--- src/rtl/resource_lease_ctrl.sv ---
// resource_lease_ctrl
//   Downstream stage of the three-requester arbiter (IDs A=01, B=10, C=11).
//   It accepts one grant at a time. It holds the shared 2-bit owner register
//   for a programmed number of cycles, then runs a cooldown before it accepts
//   the next grant. A release pulse tells the arbiter that the lease ended, so
//   the arbiter can pop its queue. Completed leases are counted per requester.
//
// Ports
//   clk, rst_n                 clock, asynchronous active-low reset
//   grant_valid/grant_id       grant from arbiter (ID 00 is invalid)
//   hold_cycles/cool_cycles    lease and cooldown lengths, sampled at accept
//   grant_ready                high only while idle
//   abort                      ends the lease early while holding
//   owner                      current owner ID, 00 when the resource is free
//   busy                       high in HOLD or COOLDOWN
//   release_valid/_id/_abort   one-cycle release report
//   id_err                     one-cycle pulse: invalid grant accepted and dropped
//   lease_cnt_a/b/c            saturating counts of completed leases
module resource_lease_ctrl #(
  parameter int CNT_W  = 4,
  parameter int STAT_W = 8
) (
  input  logic              clk,
  input  logic              rst_n,
  input  logic              grant_valid,
  input  logic [1:0]        grant_id,
  input  logic [CNT_W-1:0]  hold_cycles,
  input  logic [CNT_W-1:0]  cool_cycles,
  output logic              grant_ready,
  input  logic              abort,
  output logic [1:0]        owner,
  output logic              busy,
  output logic              release_valid,
  output logic [1:0]        release_id,
  output logic              release_abort,
  output logic              id_err,
  output logic [STAT_W-1:0] lease_cnt_a,
  output logic [STAT_W-1:0] lease_cnt_b,
  output logic [STAT_W-1:0] lease_cnt_c
);

  typedef enum logic [1:0] {IDLE, HOLD, COOLDOWN} stateT;

  stateT            state, stateNext;
  logic [CNT_W-1:0] holdTimer, holdTimerNext;
  logic [CNT_W-1:0] coolTimer, coolTimerNext;
  logic [1:0]       ownerNext;
  logic             relValidNext;
  logic [1:0]       relIdNext;
  logic             relAbortNext;
  logic             idErrNext;
  logic [2:0]       countInc;

  // Next-state and next-output logic. The hold timer holds the number of HOLD
  // cycles that remain, including the current one. A value of 1 therefore marks
  // the last HOLD cycle. The cool timer works the same way in COOLDOWN.
  // An abort takes priority over a natural end in the same cycle, so an
  // aborted lease never increments its counter.
  always_comb begin
    stateNext     = state;
    holdTimerNext = holdTimer;
    coolTimerNext = coolTimer;
    ownerNext     = owner;
    relValidNext  = 1'b0;
    relIdNext     = 2'b00;
    relAbortNext  = 1'b0;
    idErrNext     = 1'b0;
    countInc      = 3'b000;
    case (state)
      IDLE: begin
        if (grant_valid && grant_ready) begin
          if (grant_id == 2'b00) begin
            idErrNext = 1'b1;
          end else begin
            ownerNext     = grant_id;
            holdTimerNext = (hold_cycles == '0) ? CNT_W'(1) : hold_cycles;
            coolTimerNext = cool_cycles;
            stateNext     = HOLD;
          end
        end
      end
      HOLD: begin
        holdTimerNext = holdTimer - 1'b1;
        if (abort || holdTimer == CNT_W'(1)) begin
          holdTimerNext = '0;
          ownerNext     = 2'b00;
          relValidNext  = 1'b1;
          relIdNext     = owner;
          relAbortNext  = abort;
          if (!abort) begin
            countInc = {owner == 2'b11, owner == 2'b10, owner == 2'b01};
          end
          stateNext = (coolTimer == '0) ? IDLE : COOLDOWN;
        end
      end
      COOLDOWN: begin
        coolTimerNext = coolTimer - 1'b1;
        if (coolTimer <= CNT_W'(1)) begin
          coolTimerNext = '0;
          stateNext     = IDLE;
        end
      end
      default: begin
        stateNext = IDLE;
      end
    endcase
  end

  // State and output registers. busy and grant_ready come from the next state,
  // so they change in the same cycle as the state. When the cooldown is zero,
  // this lets grant_ready rise together with the release pulse.
  always_ff @(posedge clk or negedge rst_n) begin
    if (!rst_n) begin
      state         <= IDLE;
      holdTimer     <= '0;
      coolTimer     <= '0;
      owner         <= 2'b00;
      busy          <= 1'b0;
      grant_ready   <= 1'b1;
      release_valid <= 1'b0;
      release_id    <= 2'b00;
      release_abort <= 1'b0;
      id_err        <= 1'b0;
    end else begin
      state         <= stateNext;
      holdTimer     <= holdTimerNext;
      coolTimer     <= coolTimerNext;
      owner         <= ownerNext;
      busy          <= (stateNext != IDLE);
      grant_ready   <= (stateNext == IDLE);
      release_valid <= relValidNext;
      release_id    <= relIdNext;
      release_abort <= relAbortNext;
      id_err        <= idErrNext;
    end
  end

  // Per-requester lease counters. Each counter stops at all-ones and does not wrap.
  always_ff @(posedge clk or negedge rst_n) begin
    if (!rst_n) begin
      lease_cnt_a <= '0;
      lease_cnt_b <= '0;
      lease_cnt_c <= '0;
    end else begin
      if (countInc[0] && lease_cnt_a != '1) lease_cnt_a <= lease_cnt_a + 1'b1;
      if (countInc[1] && lease_cnt_b != '1) lease_cnt_b <= lease_cnt_b + 1'b1;
      if (countInc[2] && lease_cnt_c != '1) lease_cnt_c <= lease_cnt_c + 1'b1;
    end
  end

endmodule
--- config.mk ---
export PLATFORM = sky130hd
export DESIGN_NAME = resource_lease_ctrl
export DESIGN_NICKNAME = d
export VERILOG_FILES = /design/src/rtl/resource_lease_ctrl.sv
export SDC_FILE = /design/constraint.sdc
export NUM_CORES = 1
export LEC_CHECK = 0
export BUFFER_PORTS_ARGS = -buffer_cell sky130_fd_sc_hd__clkbuf_2
export CORE_MARGIN = 1.5
export CORE_UTILIZATION = 40
export DETAILED_ROUTE_END_ITERATION = 7
export GPL_TIMING_DRIVEN = 0
export PLACE_DENSITY = 0.73
export SLEW_MARGIN = 10
export SYNTH_ARGS = -nofsm -noshare
export SYNTH_HDL_FRONTEND = slang
export SYNTH_SLANG_ARGS = --single-unit
--- constraint.sdc ---
create_clock -name clk -period 2.7 [get_ports clk]
set_input_delay 0.405 -clock clk [delete_from_list [all_inputs] [get_ports clk]]
set_output_delay 0.405 -clock clk [all_outputs]
set_load 0.01 [all_outputs]
==> results.py, run 1 <==
metrics = {
    "synthesis": {
        "syn_inst": 202,
        "synthesis.area_sq_um": 2170,
        "syn-num-nets": 224,
        "ys_warn_count": 0,
        "async_flop_share_pct": 100,
        "synth_flop_cell": "dfrtp_1",
        "synth_cell_types": 45,
        "synth_edf_count": 0,
        "ys_ff_latch": 43,
        "avgSynthCellArea_sq_um": 10.7,
        "ys_seq_area_share_pct": 49.7,
    },
    "critical_path": {
        "cp_slowest_stage_delay_ps": 400,
        "slowest_stage": "dfrtp_1",
        "worstSetupPathType": "reg -> reg",
        "worst_path_dominant_cell_family": "simple AND/OR/NAND/NOR gates",
        "arrival_ps": 2320,
        "startpoint": "holdTimer[1]",
        "cp.required_ps": 2880,
        "r2r_start": "holdTimer[1]",
        "path_max_fanout": 8,
        "path_buf_inv": 2,
        "crit_path_end_kind": "flip-flop",
        "cp_cell_sequence": "inv_1 > ha_1 > nor3b_4 > nand3_1 > a311o_1 > buf_6 > or3_4 > xnor2_2",
        "cp-start-kind": "flip-flop",
    },
    "cells_and_area": {
        "multi_input_area_sq_um": 998,
        "n_fill_cell": 492,
        "layout_common_cells": "clkbuf_2, dfrtp_1, inv_1",
        "drive_gt1_share_pct": 29.3,
        "area_growth_pct": 20.8,
        "antenna_cells": 0,
        "register_area_sq_um": 1080,
        "finalCoreUtilization_pct": 50.6,
        "stdcell_area_sq_um": 2620,
        "final_common_cell": "clkbuf_2",
        "nets": 277,
    },
    "power": {
        "power_density_nw_per_um2": 793,
        "p_clk_share_pct": 28.2,
        "p_int_mw": 1.41,
        "combPwrFrac_pct": 28.3,
        "p_seq_share_pct": 43.6,
        "p_sw_mw": 0.669,
        "power.leakage_nw": 1.31,
        "netSwitchingFraction_pct": 32.2,
        "vdd.ir_drop.worst_mv": 0.337,
    },
    "die": {
        "io_pins": 47,
        "core-area_sq_um": 5170,
        "start_util_pct": 41.9,
        "die_w_um": 76.6,
        "rows": 26,
        "die_h_um": 76.6,
        "dieArea_sq_um": 5870,
    },
    "sta": {
        "slew_viol_final": 0,
        "fin_tns_setup_ps": 0,
        "skew_ps": 9.00,
        "maxSlewHeadroom_pct": 30.4,
        "fin_crit_sh_pct": 79.1,
        "setup_violations": 0,
        "tightest_slew_ps": 1040,
        "fmaxAchievable_mhz": 468,
        "hold_viol": 0,
        "finalCriticalPeriod_ps": 2130,
        "rsz0062_at_grt": "no",
    },
    "placement": {
        "detailed_place.area_sq_um": 2480,
        "post-dp-hpwl_um": 3010,
        "port_buffers": 46,
        "globalplace.congestion": 0.789,
    },
    "job": {
        "drv_cap": 0,
    },
    "clock_network": {
        "cts_tree": "built",
        "cts_htree_levels": 2,
        "clkTransAtPathRegs_ps": 80,
        "insertion_delay_ps": 290,
        "clock_path_buffers": 2,
        "cts-root-buf": "clkbuf_8",
        "hold_buffers": 0,
        "cts_setup_buffers": 0,
        "clock-sinks": 43,
        "cts_buffers": 5,
        "cts.repair.resized": 0,
    },
    "grt": {
        "track_usage_pct": 15.3,
        "antenna_found_initial": 0,
        "first_global_vias": 1572,
        "grt_pass1_wl_um": 7250,
        "grt_overflow": 0,
        "grt_max_degree": 44,
    },
    "status": {
        "run_status": "finished, final reports clean",
    },
    "drt": {
        "vias_per_cell": 4.98,
        "wl_per_cell_um": 12.7,
        "ant_nets": 0,
        "wl_um": 4130,
        "vias": 1625,
        "drc_errors": 0,
        "drtPass1Iterations": 4,
        "first_iter_violations": 56,
    },
    "min_path": {
        "hp-class": "in -> async",
    },
}
[worst reg2reg max path: stages (launching register included)]
cell and delay [ps]:
dfrtp_1 400, inv_1 80, ha_1 210, nor3b_4 240, nand3_1 130, a311o_1 350
buf_6 150, or3_4 340, xnor2_2 130
[cells by family after synthesis]
family                     share of synthesized area, %
DFF                                                49.7
AOI/OAI and AO/OA                                  10.3
muxes                                              1.56
buffers and inverters                              4.16
and+or+nand+nor                                    22.0
adders and majority gates                          4.62
xor gates and xnor gates                           7.63
[stage by stage]
stage / total power, mW / std cells / hold WS [ps] / worst slack (ps)
2_1_floorplan: 1.32 / 202 / 109 / 728
3_3_place_gp: 1.48 / 318 / 483 / 585
3_5_place_dp: 1.51 / 318 / 483 / 568
4_1_cts: 2.10 / 326 / 315 / 557
5_1_grt: 2.23 / 326 / 354 / 420
6_report: 2.08 / 326 / 280 / 565
[Yosys cell counts (4+ instances only)]
| cell | n | area [sq um] |
|---|---|---|
| a21oi_1 | 4 | 20.0 |
| a31oi_1 | 4 | 25.0 |
| and2_1 | 4 | 25.0 |
| and3_1 | 5 | 31.3 |
| dfrtp_1 | 42 | 1050 |
| ha_1 | 8 | 100 |
| inv_1 | 16 | 60.1 |
| nand2_1 | 13 | 48.8 |
| nand3_1 | 6 | 30.0 |
| nand4_1 | 7 | 43.8 |
| nor2_1 | 14 | 52.6 |
| nor3_1 | 6 | 30.0 |
| o21ai_0 | 13 | 65.1 |
| or2_2 | 4 | 25.0 |
| xnor2_1 | 12 | 105 |
| xor2_1 | 5 | 43.8 |
[path summary, 6_finish.rpt]
path | endpoint | cells after the start | slack (ps)
setup / recovery | lease_cnt_a[4] | 8 | 570
hold / removal | lease_cnt_c[5] | 1 | 280
setup reg to reg | lease_cnt_a[4] | 8 | 570
hold reg to reg | lease_cnt_b[6] | 1 | 500
max in group asynchronous | release_abort | 1 | 1760
min in group clk | owner[0] | 3 | 330
[metal layers]
metal,up-vias,track usage (%),part of all wire (%),wire length [um]
li1,813,-,-,-
met1,771,20.7,49,2040
met2,38,24.1,46,1920
met3,3,4.07,3.7,151
met4,0,4.63,0.60,25
met5,-,0,0,0
[final cells by class]
type	instances	share of cell area, %
flip-flops and latches	43	41.2
multi-input cells	139	38.2
repair buffers	46	8.80
well taps	70	3.35
clock buffers	6	2.77
clock inverters	2	2.30
inverters	16	2.30
plain buffers	4	1.15
[power by group through the flow]
| stage | logic, mW | registers (mW) | clock network, mW |
|---|---|---|---|
| floorplan | 0.403 | 0.913 | 0 |
| global placement | 0.576 | 0.908 | 0 |
| detailed placement | 0.595 | 0.914 | 0 |
| CTS | 0.597 | 0.903 | 0.602 |
| global route | 0.684 | 0.925 | 0.626 |
| finish | 0.587 | 0.904 | 0.585 |
[registers in the layout, indices dropped and copies added, names as in the netlist]
signal	count
busy	1
coolTimer	4
grant_ready	1
holdTimer	4
id_err	1
lease_cnt_a	8
lease_cnt_b	8
lease_cnt_c	8
owner	2
release_abort	1
release_id	2
release_valid	1
state	2
Note: power is estimated with default switching activity, not from simulation.
==> inputs of run 2 (changes only) <==
Settings changed: PLACE_DENSITY 0.73 to 0.75.
Clock period 2.7 ns to 1.8 ns, I/O delays scaled along.
==> run 2 against run 1 <==
  * The flow now finishes with violations (setup timing)
  * Sequential share of layout area is 3.0 points lower
  * Clock-buffer cell count is 1 lower
  * Sequential power is 53% higher
  * First-iteration DRC count is 34% lower
==> results.py, run 2 (synthesis gave the netlist of run 1 again) <==
metrics = {
    "placement": {
        "globalplace.congestion": 0.776,
        "port_buffers": 46,
        "post-dp-hpwl_um": 3010,
        "detailed_place.area_sq_um": 2490,
    },
    "sta": {
        "skew_ps": 6.45,
        "tightest_slew_ps": 1050,
        "rsz0062_at_grt": "yes",
        "slew_viol_final": 0,
        "hold_viol": 0,
        "hold_ws_ps": 152,
        "setup_violations": 8,
        "fin_crit_sh_pct": 108,
        "finalCriticalPeriod_ps": 1940,
        "setup_ws_ps": -138,
        "maxSlewHeadroom_pct": 29.8,
        "fmaxAchievable_mhz": 516,
    },
    "status": {
        "failed_checks": "setup timing",
        "run_status": "complete, but fails checks",
    },
    "die": {
        "rows": 26,
        "start_util_pct": 41.9,
        "io_pins": 47,
        "die_h_um": 76.6,
        "dieArea_sq_um": 5870,
        "die_w_um": 76.6,
        "core-area_sq_um": 5170,
    },
    "grt": {
        "grt_overflow": 0,
        "grt_pass1_wl_um": 7530,
        "track_usage_pct": 16.0,
        "antenna_found_initial": 0,
        "first_global_vias": 1695,
        "grt_max_degree": 44,
    },
    "drt": {
        "wl_um": 4550,
        "first_iter_violations": 37,
        "ant_nets": 0,
        "drc_errors": 0,
        "vias_per_cell": 5.09,
        "drtPass1Iterations": 4,
        "wl_per_cell_um": 13.4,
        "vias": 1725,
    },
    "clock_network": {
        "clock-sinks": 43,
        "insertion_delay_ps": 290,
        "clock_path_buffers": 2,
        "cts_buffers": 5,
        "cts-root-buf": "clkbuf_8",
        "clkTransAtPathRegs_ps": 90,
        "hold_buffers": 0,
        "cts_htree_levels": 2,
        "cts_tree": "built",
    },
    "cells_and_area": {
        "reg_top3": "lease_cnt_a x8, lease_cnt_b x8, lease_cnt_c x8",
        "area_growth_pct": 30.5,
        "nets": 290,
        "final_common_cell": "clkbuf_2",
        "layout_common_cells": "clkbuf_2, dfrtp_1, inv_1",
        "drive_gt1_share_pct": 40.5,
        "finalCoreUtilization_pct": 54.6,
        "antenna_cells": 0,
        "stdcell_area_sq_um": 2830,
    },
    "critical_path": {
        "crit_path_end_kind": "flip-flop",
        "arrival_ps": 2130,
        "path_max_fanout": 8,
        "cp.required_ps": 1990,
        "worstSetupPathType": "reg -> reg",
        "cp-start-kind": "flip-flop",
    },
    "power": {
        "power.leakage_nw": 1.43,
        "power_density_nw_per_um2": 1130,
        "vdd.ir_drop.worst_mv": 0.492,
        "finalPower_mw": 3.19,
    },
    "min_path": {
        "hp-class": "in -> async",
    },
    "job": {
        "drv_cap": 0,
    },
}
==> run 2: final cells by class <==
| class | count | area [sq um] |
|---|---|---|
| clock buffers | 5 | 68.8 |
| repair buffers | 60 | 355 |
| fillers | 447 | 2350 |
| plain buffers | 3 | 27.5 |
| flip-flops and latches | 43 | 1080 |
| well taps | 70 | 87.6 |
| multi-input cells | 139 | 1100 |
| clock inverters | 3 | 43.8 |
| inverters | 16 | 60.1 |
==> run 2: per-stage QoR <==
step / worst slack, ps / std cells / setup TNS, ps
after floorplan: -120 / 202 / -120
final: -138 / 339 / -359
after CTS: -147 / 337 / -400
after global placement: -241 / 318 / -896
after detailed placement: -263 / 318 / -1200
after global routing: -194 / 339 / -1160
==> run 2: layer usage <==
metal | up-vias | GRT usage (%) | routed length [um]
met5 | - | 0 | 0
met4 | 0 | 6.11 | 56
met2 | 47 | 27.1 | 2230
met3 | 7 | 3.23 | 174
li1 | 834 | - | -
met1 | 837 | 20.1 | 2090
==> run 2: final timing paths <==
path	cells past startpoint	start	slack, ps	end
setup / recovery	6	state[0]	-140	lease_cnt_a[4]
hold / removal	1	rst_n	150	release_id[1]
setup reg to reg	6	state[0]	-140	lease_cnt_a[4]
hold reg to reg	1	lease_cnt_b[7]	500	lease_cnt_b[7]
max in group asynchronous	1	rst_n	940	holdTimer[0]
min in group clk	3	grant_id[1]	200	owner[1]
==> run 2: critical path, stage by stage, from the launching register on <==
cell	delay, ps
dfrtp_1	500
nor3b_4	320
nand3_2	110
a311o_1	290
buf_6	130
or3_4	340
xnor2_2	140
==> run 2: where the power goes <==
group          internal [mW]  switching (mW)  leakage [nW]
clock                  0.413           0.342        0.0581
sequential              1.17           0.213         0.557
combinational          0.514           0.546         0.810
total                   2.09            1.10          1.43
==> run 2: timing repair <==
item,4_1_cts,5_1_grt
pin swaps,9,7
resized for setup,14,17
buffers inserted,11,3
endpoints found under the setup margin,13,23
cloned,0,0
==> inputs of run 3 (changes only) <==
Settings changed: ABC_AREA set to 1, PLACE_DENSITY 0.75 to 0.74.
==> run 3 against run 2 <==
  * The run now ends clean
  * Worst hold slack worse by 20 ps
  * Setup slack better by 380 ps
  * Sequential cell count stayed put
  * Global-route usage is 1.0 points higher
  * Clock skew hardly changed
  * Fmax is 24% higher
  * Largest power group unchanged
==> results.py, run 3 <==
metrics = {
    "status": {
        "run_status": "finished, final reports clean",
    },
    "critical_path": {
        "cp-start-kind": "flip-flop",
        "path_max_fanout": 8,
        "worstSetupPathType": "reg -> reg",
        "cp.required_ps": 1990,
        "arrival_ps": 1750,
        "crit_path_end_kind": "flip-flop",
        "worst-r2r-cell-count": 7,
    },
    "synthesis": {
        "synth_edf_count": 0,
        "synth_cell_types": 28,
        "avgSynthCellArea_sq_um": 7.22,
        "synthTopCellsByArea": "dfrtp_1, nand2_1, nand3_1, inv_1, nor2_1",
        "synth_flop_cell": "dfrtp_1",
        "ys_warn_count": 0,
        "ys_ff_latch": 43,
        "synth_top_cell_area_share_pct": 40.2,
        "synth_common_cells": "nand2_1, dfrtp_1, inv_1",
        "async_flop_share_pct": 100,
        "synthesis.area_sq_um": 2620,
        "synth_top_cell_by_area": "dfrtp_1",
        "ys_seq_area_share_pct": 41.2,
        "syn_inst": 362,
        "syn-num-nets": 384,
        "yosysMostFrequentCell": "nand2_1",
    },
    "cells_and_area": {
        "stdcell_area_sq_um": 3020,
        "n_fill_cell": 626,
        "nets": 437,
        "final_common_cell": "nand2_1",
        "area_growth_pct": 15.6,
        "antenna_cells": 0,
        "layout_common_cells": "nand2_1, clkbuf_2, inv_1, dfrtp_1, nand3_1",
        "drive_gt1_share_pct": 18.5,
        "reg_top3": "lease_cnt_a x8, lease_cnt_b x8, lease_cnt_c x8",
    },
    "sta": {
        "tightest_slew_ps": 989,
        "fin_tns_setup_ps": 0,
        "rsz0062_at_grt": "no",
        "setup_violations": 0,
        "finalCriticalPeriod_ps": 1560,
        "fin_crit_sh_pct": 86.7,
        "maxSlewHeadroom_pct": 34.1,
        "hold_ws_ps": 132,
        "skew_ps": 6.82,
        "slew_viol_final": 0,
        "hold_viol": 0,
        "fmaxAchievable_mhz": 641,
        "setup_ws_ps": 239,
    },
    "clock_network": {
        "cts_setup_buffers": 0,
        "clock_path_buffers": 2,
        "cts.repair.resized": 0,
        "cts-root-buf": "clkbuf_8",
        "cts_htree_levels": 2,
        "clock-sinks": 43,
        "cts_buffers": 5,
        "cts_tree": "built",
        "insertion_delay_ps": 300,
        "hold_buffers": 0,
        "clkTransAtPathRegs_ps": 80,
    },
    "die": {
        "die_w_um": 83.9,
        "dieArea_sq_um": 7030,
        "start_util_pct": 41.2,
        "core-area_sq_um": 6350,
        "rows": 29,
        "io_pins": 47,
        "die_h_um": 83.9,
    },
    "drt": {
        "first_iter_violations": 75,
        "vias": 2420,
        "wl_per_cell_um": 11.0,
        "vias_per_cell": 4.91,
        "ant_nets": 0,
        "drc_errors": 0,
        "wl_um": 5440,
        "drtPass1Iterations": 4,
    },
    "placement": {
        "globalplace.congestion": 0.821,
        "detailed_place.area_sq_um": 2940,
        "post-dp-hpwl_um": 3970,
        "pre_cts_slack_ps": 224,
        "port_buffers": 46,
    },
    "power": {
        "vdd.ir_drop.worst_mv": 0.754,
        "power.leakage_nw": 1.77,
        "power_density_nw_per_um2": 1060,
    },
    "min_path": {
        "hp-class": "in -> async",
    },
    "grt": {
        "grt_overflow": 0,
        "first_global_vias": 2256,
        "antenna_found_initial": 0,
        "grt_pass1_wl_um": 9840,
        "grt_max_degree": 44,
        "track_usage_pct": 17.0,
    },
    "job": {
        "drv_cap": 0,
    },
}
==> run 3: cell count changes after synthesis, moves of 5 or more <==
cell / before / now
nor2_2: 0 / 6
nor2_1: 14 / 35
and3_1: 5 / 0
xnor2_1: 12 / 4
inv_1: 16 / 42
nand3_1: 6 / 37
nand2_1: 13 / 134
nand2_2: 0 / 7
==> run 3: metal layers <==
| layer | part of all wire (%) | GRT usage, % | wire (um) |
|---|---|---|---|
| met1 | 48 | 22.6 | 2640 |
| met2 | 46 | 27.9 | 2510 |
| met3 | 4.5 | 4.35 | 246 |
| met4 | 0.85 | 4.02 | 46 |
| met5 | 0 | 0 | 0 |
==> run 3: through the flow <==
step,utilization [%],cells,total power [mW]
final,47.6,493,3.21
after global routing,47.6,493,3.49
after CTS,47.6,493,3.23
after detailed placement,46.3,485,2.63
after global placement,46.3,485,2.59
after floorplan,-,362,2.29
==> run 3: area by class of cell <==
| cell class | count | area [sq um] | area share, % |
|---|---|---|---|
| tap | 77 | 96.3 | 3.19 |
| multi-input combinational | 272 | 1350 | 44.8 |
| clock buffer | 8 | 80.1 | 2.65 |
| inverter | 46 | 173 | 5.71 |
| sequential | 43 | 1080 | 35.7 |
| timing repair buffer | 46 | 230 | 7.62 |
| buffer | 1 | 11.3 | 0.373 |
==> run 3: cells by family after synthesis <==
logic type      count (synthesis)  share of synthesized area, %
compound gates                 14                          2.97
xor+xnor                       10                          3.35
fa+ha+maj                       8                          3.83
buf+inv                        47                          7.03
flops                          43                          41.2
simple gates                  240                          41.6
==> run 3: final timing paths <==
check / slack [ps] / end / start
max in group asynchronous: 1050 / id_err / rst_n
min: 130 / lease_cnt_a[6] / rst_n
min reg2reg: 510 / coolTimer[1] / coolTimer[1]
min in group clk: 250 / owner[0] / grant_id[0]
max reg2reg: 240 / lease_cnt_a[7] / holdTimer[1]
max: 240 / lease_cnt_a[7] / holdTimer[1]
==> run 3: critical path, cell delays in order, from the launching register on <==
cell and delay [ps]:
dfrtp_1 410, inv_1 90, ha_1 230, nand2_2 140, nand2_4 150, nand4_2 250, nand2_1 130, nand2_1 50
==> run 3: power by group <==
part           internal (mW)  total, mW  switching [mW]
Sequential              1.16       1.35           0.186
Clock                  0.276      0.596           0.320
Combinational          0.444       1.26           0.819
Total                   1.88       3.21            1.32
